## src/rtl/sequence_ctrl.sv

```systemverilog
// Memory-game sequencer: grows a random 4-bit sequence, shows it, then checks player entries.
// Optional input timeout in INPUT is enabled by defining SEQ_TIMEOUT_EN.
module sequence_ctrl #(
    parameter int MAX_LEN        = 16,
    parameter int SHOW_CYCLES    = 4,
    parameter int TIMEOUT_CYCLES = 1000
) (
    input  logic       clock,
    input  logic       reset,
    input  logic       start,
    input  logic [3:0] rnd,
    output logic       rnd_get,
    input  logic       btn_valid,
    input  logic [3:0] btn_val,
    output logic       show_valid,
    output logic [3:0] show_val,
    output logic       input_ready,
    output logic [6:0] level,
    output logic       fail,
    output logic       win,
    output logic [2:0] state
);

    localparam int AW = (MAX_LEN > 1) ? $clog2(MAX_LEN) : 1;
    localparam int TW = $clog2(SHOW_CYCLES + 1);
    localparam logic [TW-1:0] T_LAST  = TW'(SHOW_CYCLES - 1);
    localparam logic [TW-1:0] T_ONE   = TW'(1);
    localparam logic [AW-1:0] IDX_ONE = AW'(1);
    localparam logic [6:0]    LEN_MAX = 7'(MAX_LEN);

    if (MAX_LEN < 2 || MAX_LEN > 64 || SHOW_CYCLES < 1 || SHOW_CYCLES > 65535 ||
        TIMEOUT_CYCLES < 1) begin : g_bad_param
        $error("sequence_ctrl: parameter out of legal range");
    end

    typedef enum logic [2:0] {
        S_IDLE, S_ADD, S_SHOW, S_GAP, S_INPUT, S_FAIL, S_WIN
    } state_t;

    state_t        st;
    logic [AW-1:0] idx;
    logic [TW-1:0] timer;
    logic [3:0]    mem [MAX_LEN];
    logic          last_idx;

`ifdef SEQ_TIMEOUT_EN
    localparam int OW = $clog2(TIMEOUT_CYCLES + 1);
    localparam logic [OW-1:0] TO_LAST = OW'(TIMEOUT_CYCLES - 1);
    localparam logic [OW-1:0] TO_ONE  = OW'(1);
    logic [OW-1:0] tcnt;
`endif

    assign last_idx    = ({{(7 - AW){1'b0}}, idx} + 7'd1) == level;
    assign rnd_get     = (st == S_ADD);
    assign show_valid  = (st == S_SHOW);
    assign show_val    = (st == S_SHOW) ? mem[idx] : 4'd0;
    assign input_ready = (st == S_INPUT);
    assign state       = st;

    // Storage has no reset: it is always rewritten by ADD before being read.
    always_ff @(posedge clock) begin
        if (!reset && st == S_ADD) mem[level[AW-1:0]] <= rnd;
    end

    // btn_valid is a one-cycle strobe with no backpressure; it is consumed only
    // while input_ready is high and dropped in every other state.
    always_ff @(posedge clock) begin
        if (reset) begin
            st    <= S_IDLE;
            level <= 7'd0;
            idx   <= '0;
            timer <= '0;
            fail  <= 1'b0;
            win   <= 1'b0;
`ifdef SEQ_TIMEOUT_EN
            tcnt  <= '0;
`endif
        end else begin
            case (st)
                S_IDLE, S_FAIL, S_WIN: begin
                    if (start) begin
                        st    <= S_ADD;
                        level <= 7'd0;
                        fail  <= 1'b0;
                        win   <= 1'b0;
                    end
                end
                S_ADD: begin
                    level <= level + 7'd1;
                    idx   <= '0;
                    timer <= '0;
                    st    <= S_SHOW;
                end
                S_SHOW: begin
                    if (timer == T_LAST) begin
                        timer <= '0;
                        st    <= S_GAP;
                    end else begin
                        timer <= timer + T_ONE;
                    end
                end
                S_GAP: begin
                    if (timer == T_LAST) begin
                        timer <= '0;
                        if (last_idx) begin
                            idx <= '0;
                            st  <= S_INPUT;
`ifdef SEQ_TIMEOUT_EN
                            tcnt <= '0;
`endif
                        end else begin
                            idx <= idx + IDX_ONE;
                            st  <= S_SHOW;
                        end
                    end else begin
                        timer <= timer + T_ONE;
                    end
                end
                S_INPUT: begin
                    if (btn_valid) begin
`ifdef SEQ_TIMEOUT_EN
                        tcnt <= '0;
`endif
                        if (btn_val == mem[idx]) begin
                            if (!last_idx) begin
                                idx <= idx + IDX_ONE;
                            end else if (level == LEN_MAX) begin
                                st  <= S_WIN;
                                win <= 1'b1;
                            end else begin
                                st <= S_ADD;
                            end
                        end else begin
                            st   <= S_FAIL;
                            fail <= 1'b1;
                        end
                    end
`ifdef SEQ_TIMEOUT_EN
                    else if (tcnt == TO_LAST) begin
                        st   <= S_FAIL;
                        fail <= 1'b1;
                    end else begin
                        tcnt <= tcnt + TO_ONE;
                    end
`endif
                end
                default: st <= S_IDLE;
            endcase
        end
    end

endmodule
```

## config.mk

```make
export PLATFORM = sky130hd
export DESIGN_NAME = sequence_ctrl
export DESIGN_NICKNAME = d
export VERILOG_FILES = /design/src/rtl/sequence_ctrl.sv
export SDC_FILE = /design/constraint.sdc
export NUM_CORES = 1
export LEC_CHECK = 0
export BUFFER_PORTS_ARGS = -buffer_cell sky130_fd_sc_hd__buf_2
export CAP_MARGIN = 10
export CORE_MARGIN = 4
export CORE_UTILIZATION = 64
export DETAILED_ROUTE_END_ITERATION = 6
export PLACE_DENSITY = 0.8
export REMOVE_ABC_BUFFERS = 1
export SYNTH_ARGS = -nofsm -noshare
export SYNTH_HDL_FRONTEND = slang
export SYNTH_SLANG_ARGS = --single-unit
```

## constraint.sdc

```tcl
create_clock -name clock -period 7.8 [get_ports clock]
set_input_delay 1.17 -clock clock [delete_from_list [all_inputs] [get_ports clock]]
set_output_delay 1.17 -clock clock [all_outputs]
set_load 0.005 [all_outputs]
```

==> impl_metrics.json <==
{
  "yosys-top-cells-area": "edfxtp_1 (47%), dfxtp_1 (11%), mux4_2 (7.8%), nor2_1 (3.0%), mux2i_1 (2.5%)",
  "synth_area_per_cell_um2": 12.6,
  "synth_warnings": 0,
  "clk_path_buf_depth": 2,
  "cts_inserted_buffers": 9,
  "ys_types": 57,
  "start_kind": "flip-flop",
  "grt_remaining_overflow": 0,
  "dominantRegCellSynth": "edfxtp_1",
  "wl_per_cell_um": 20.7,
  "power_density_mw_per_mm2": 242,
  "period_share_pct": 48.3,
  "clock_latency_ns": 0.35,
  "die_w_um": 87.5,
  "cp_data_arrival_time_ns": 2.59,
  "tns_ns": 0,
  "tightest_slew_ns": 0.917,
  "fillCellCount": 423,
  "p_leak_uw": 0.00151,
  "synthArstFlopShare_pct": 0,
  "cts_sinks": 87,
  "hold_violations": 0,
  "slew_violations": 0,
  "syn2layout_area_growth_pct": 9.03,
  "track_usage_pct": 25.3,
  "vias": 2744,
  "seq_area_frac_synth_pct": 58.9,
  "ys_ff_latch": 87,
  "crit_path_max_fanout": 14,
  "syn_area_mm2": 0.00405,
  "fin_nets": 367,
  "synth_edf_count": 64,
  "grt_start_max_net_pins": 21,
  "synth_area_leader_cell": "edfxtp_1",
  "rows": 28,
  "finalSetupViolCount": 0,
  "dr.pass1.iters": 5,
  "post_drt_via_cell_ratio": 6.41,
  "status": "complete, no violations",
  "post-cts-setup-buffers": 0,
  "post_cts_resized": 0,
  "die_area_mm2": 0.00766,
  "io_pins": 31,
  "cp-end-kind": "output port",
  "ir_drop_v": 0.000185,
  "postLayoutCoreUtil_pct": 73.2,
  "fin_crit_ns": 3.76,
  "n_antenna_cell": 0,
  "cts.clk_slew.worst_paths_ns": 0.08,
  "first_global_vias": 2644,
  "fp.dieH_um": 87.5,
  "cts_max_level": 3,
  "gp_congestion": 0.877,
  "dp_hpwl_um": 6320,
  "max_freq_mhz": 266,
  "hold_buffers": 0,
  "drtIter0Drc": 320,
  "antenna_found_initial": 0,
  "hp-class": "reg2reg",
  "syn_inst": 320,
  "synth.top_cell.area_share_pct": 47.5,
  "drv_cap": 0,
  "portBuffers": 30,
  "yosysMostFrequentCell": "edfxtp_1",
  "synth_common_cells": "edfxtp_1 (64), nor2_1 (32), dfxtp_1 (23), nand2_1 (21), a21oi_1 (16)",
  "grt_pass1_wl_um": 14200,
  "relSlewSlack_pct": 38.8,
  "rsz0062_at_grt": "no",
  "finClkSkew_ns": 0.00923,
  "crit_required_ns": 6.63,
  "core_mm2": 0.00603,
  "drc": 0,
  "crit_type": "reg2out",
  "start_util_pct": 67.2,
  "wl_um": 8860,
  "postRouteAntennaNets": 0,
  "drive_gt1_share_pct": 19.0,
  "tritoncts": "built",
  "clock-root-buffer": "clkbuf_8"
}
where the power goes:
| group | internal (uW) | switching, uW | total (uW) |
|---|---|---|---|
| sequential | 514 | 31.9 | 546 |
| combinational | 81.6 | 134 | 215 |
| clock | 145 | 159 | 304 |
worst max-delay path: stages (launching register included):
cell and delay (ns):
dfxtp_1 0.82, mux4_2 0.59, mux4_2 0.53, nor2b_1 0.16, buf_2 0.13
through the flow:
| stage | power [uW] | instance area, um^2 | setup WS, ns | instances | hold WS [ns] |
|---|---|---|---|---|---|
| after floorplan | 692 | 3980 | 4.76 | 308 | 0.454 |
| after global placement | 758 | 4230 | 4.49 | 413 | 0.449 |
| after detailed placement | 764 | 4230 | 4.37 | 413 | 0.453 |
| after CTS | 1060 | 4410 | 3.99 | 428 | 0.474 |
| after global routing | 1120 | 4410 | 3.87 | 428 | 0.513 |
| final | 1070 | 4410 | 4.04 | 428 | 0.473 |
sequential cells by signal, summed over array words and instances, names as in the netlist, named ones only:
| name | flops |
|---|---|
| mem | 64 |
| win | 1 |
| idx | 4 |
| level | 7 |
| fail | 1 |
| state | 3 |
| timer | 3 |
per-layer routing:
metal	share of wire [%]	up-vias	GRT usage (%)
met3	6.7	16	5.20
met1	46	1348	37.2
li1	-	1260	-
met4	2.0	0	9.07
met2	46	120	37.7
met5	0	-	0
cell usage in the layout, fill, tap and decap left out, drive strengths merged, types with 5 or more instances in the layout:
cell type,n
o21ai,13
a31oi,6
edfxtp,64
buf,30
mux2i,10
nand3,11
mux4,14
ha,6
xnor2,5
nor2b,6
clkbuf,9
nand2b,6
a21oi,17
nand2,21
dfxtp,23
inv,14
nor2,33
layout make-up:
cell class                 instances  area (um^2)  share of cell area, %
clock inverter                     6         60.1                   1.36
clock buffer                       9          124                   2.81
inverter                          13         48.8                   1.11
sequential                        87         2380                   54.0
timing repair buffer              30          150                   3.40
tap                               75         93.8                   2.13
multi-input combinational        208         1550                   35.2
logic make-up (layout without fill, tap and decap cells):
| family | after synthesis | after routing | synth area share, % |
|---|---|---|---|
| buffers and inverters | 25 | 58 | 2.75 |
| muxes | 27 | 27 | 11.1 |
| DFF | 87 | 87 | 58.9 |
| adders and majority gates | 6 | 6 | 1.86 |
| xor gates and xnor gates | 9 | 9 | 1.95 |
| and+or+nand+nor | 99 | 99 | 12.1 |
| AOI/OAI and AO/OA | 67 | 67 | 11.4 |
final timing paths:
check	from	to	cells past startpoint	slack, ns
worst max-delay path	flip-flop	show_val[2]	4	4.04
worst min-delay path	win	win	2	0.47
worst max register to register	flip-flop	flip-flop	7	4.79
worst min register to register	win	win	2	0.47
No activity file was read; power rests on OpenSTA's default activity.
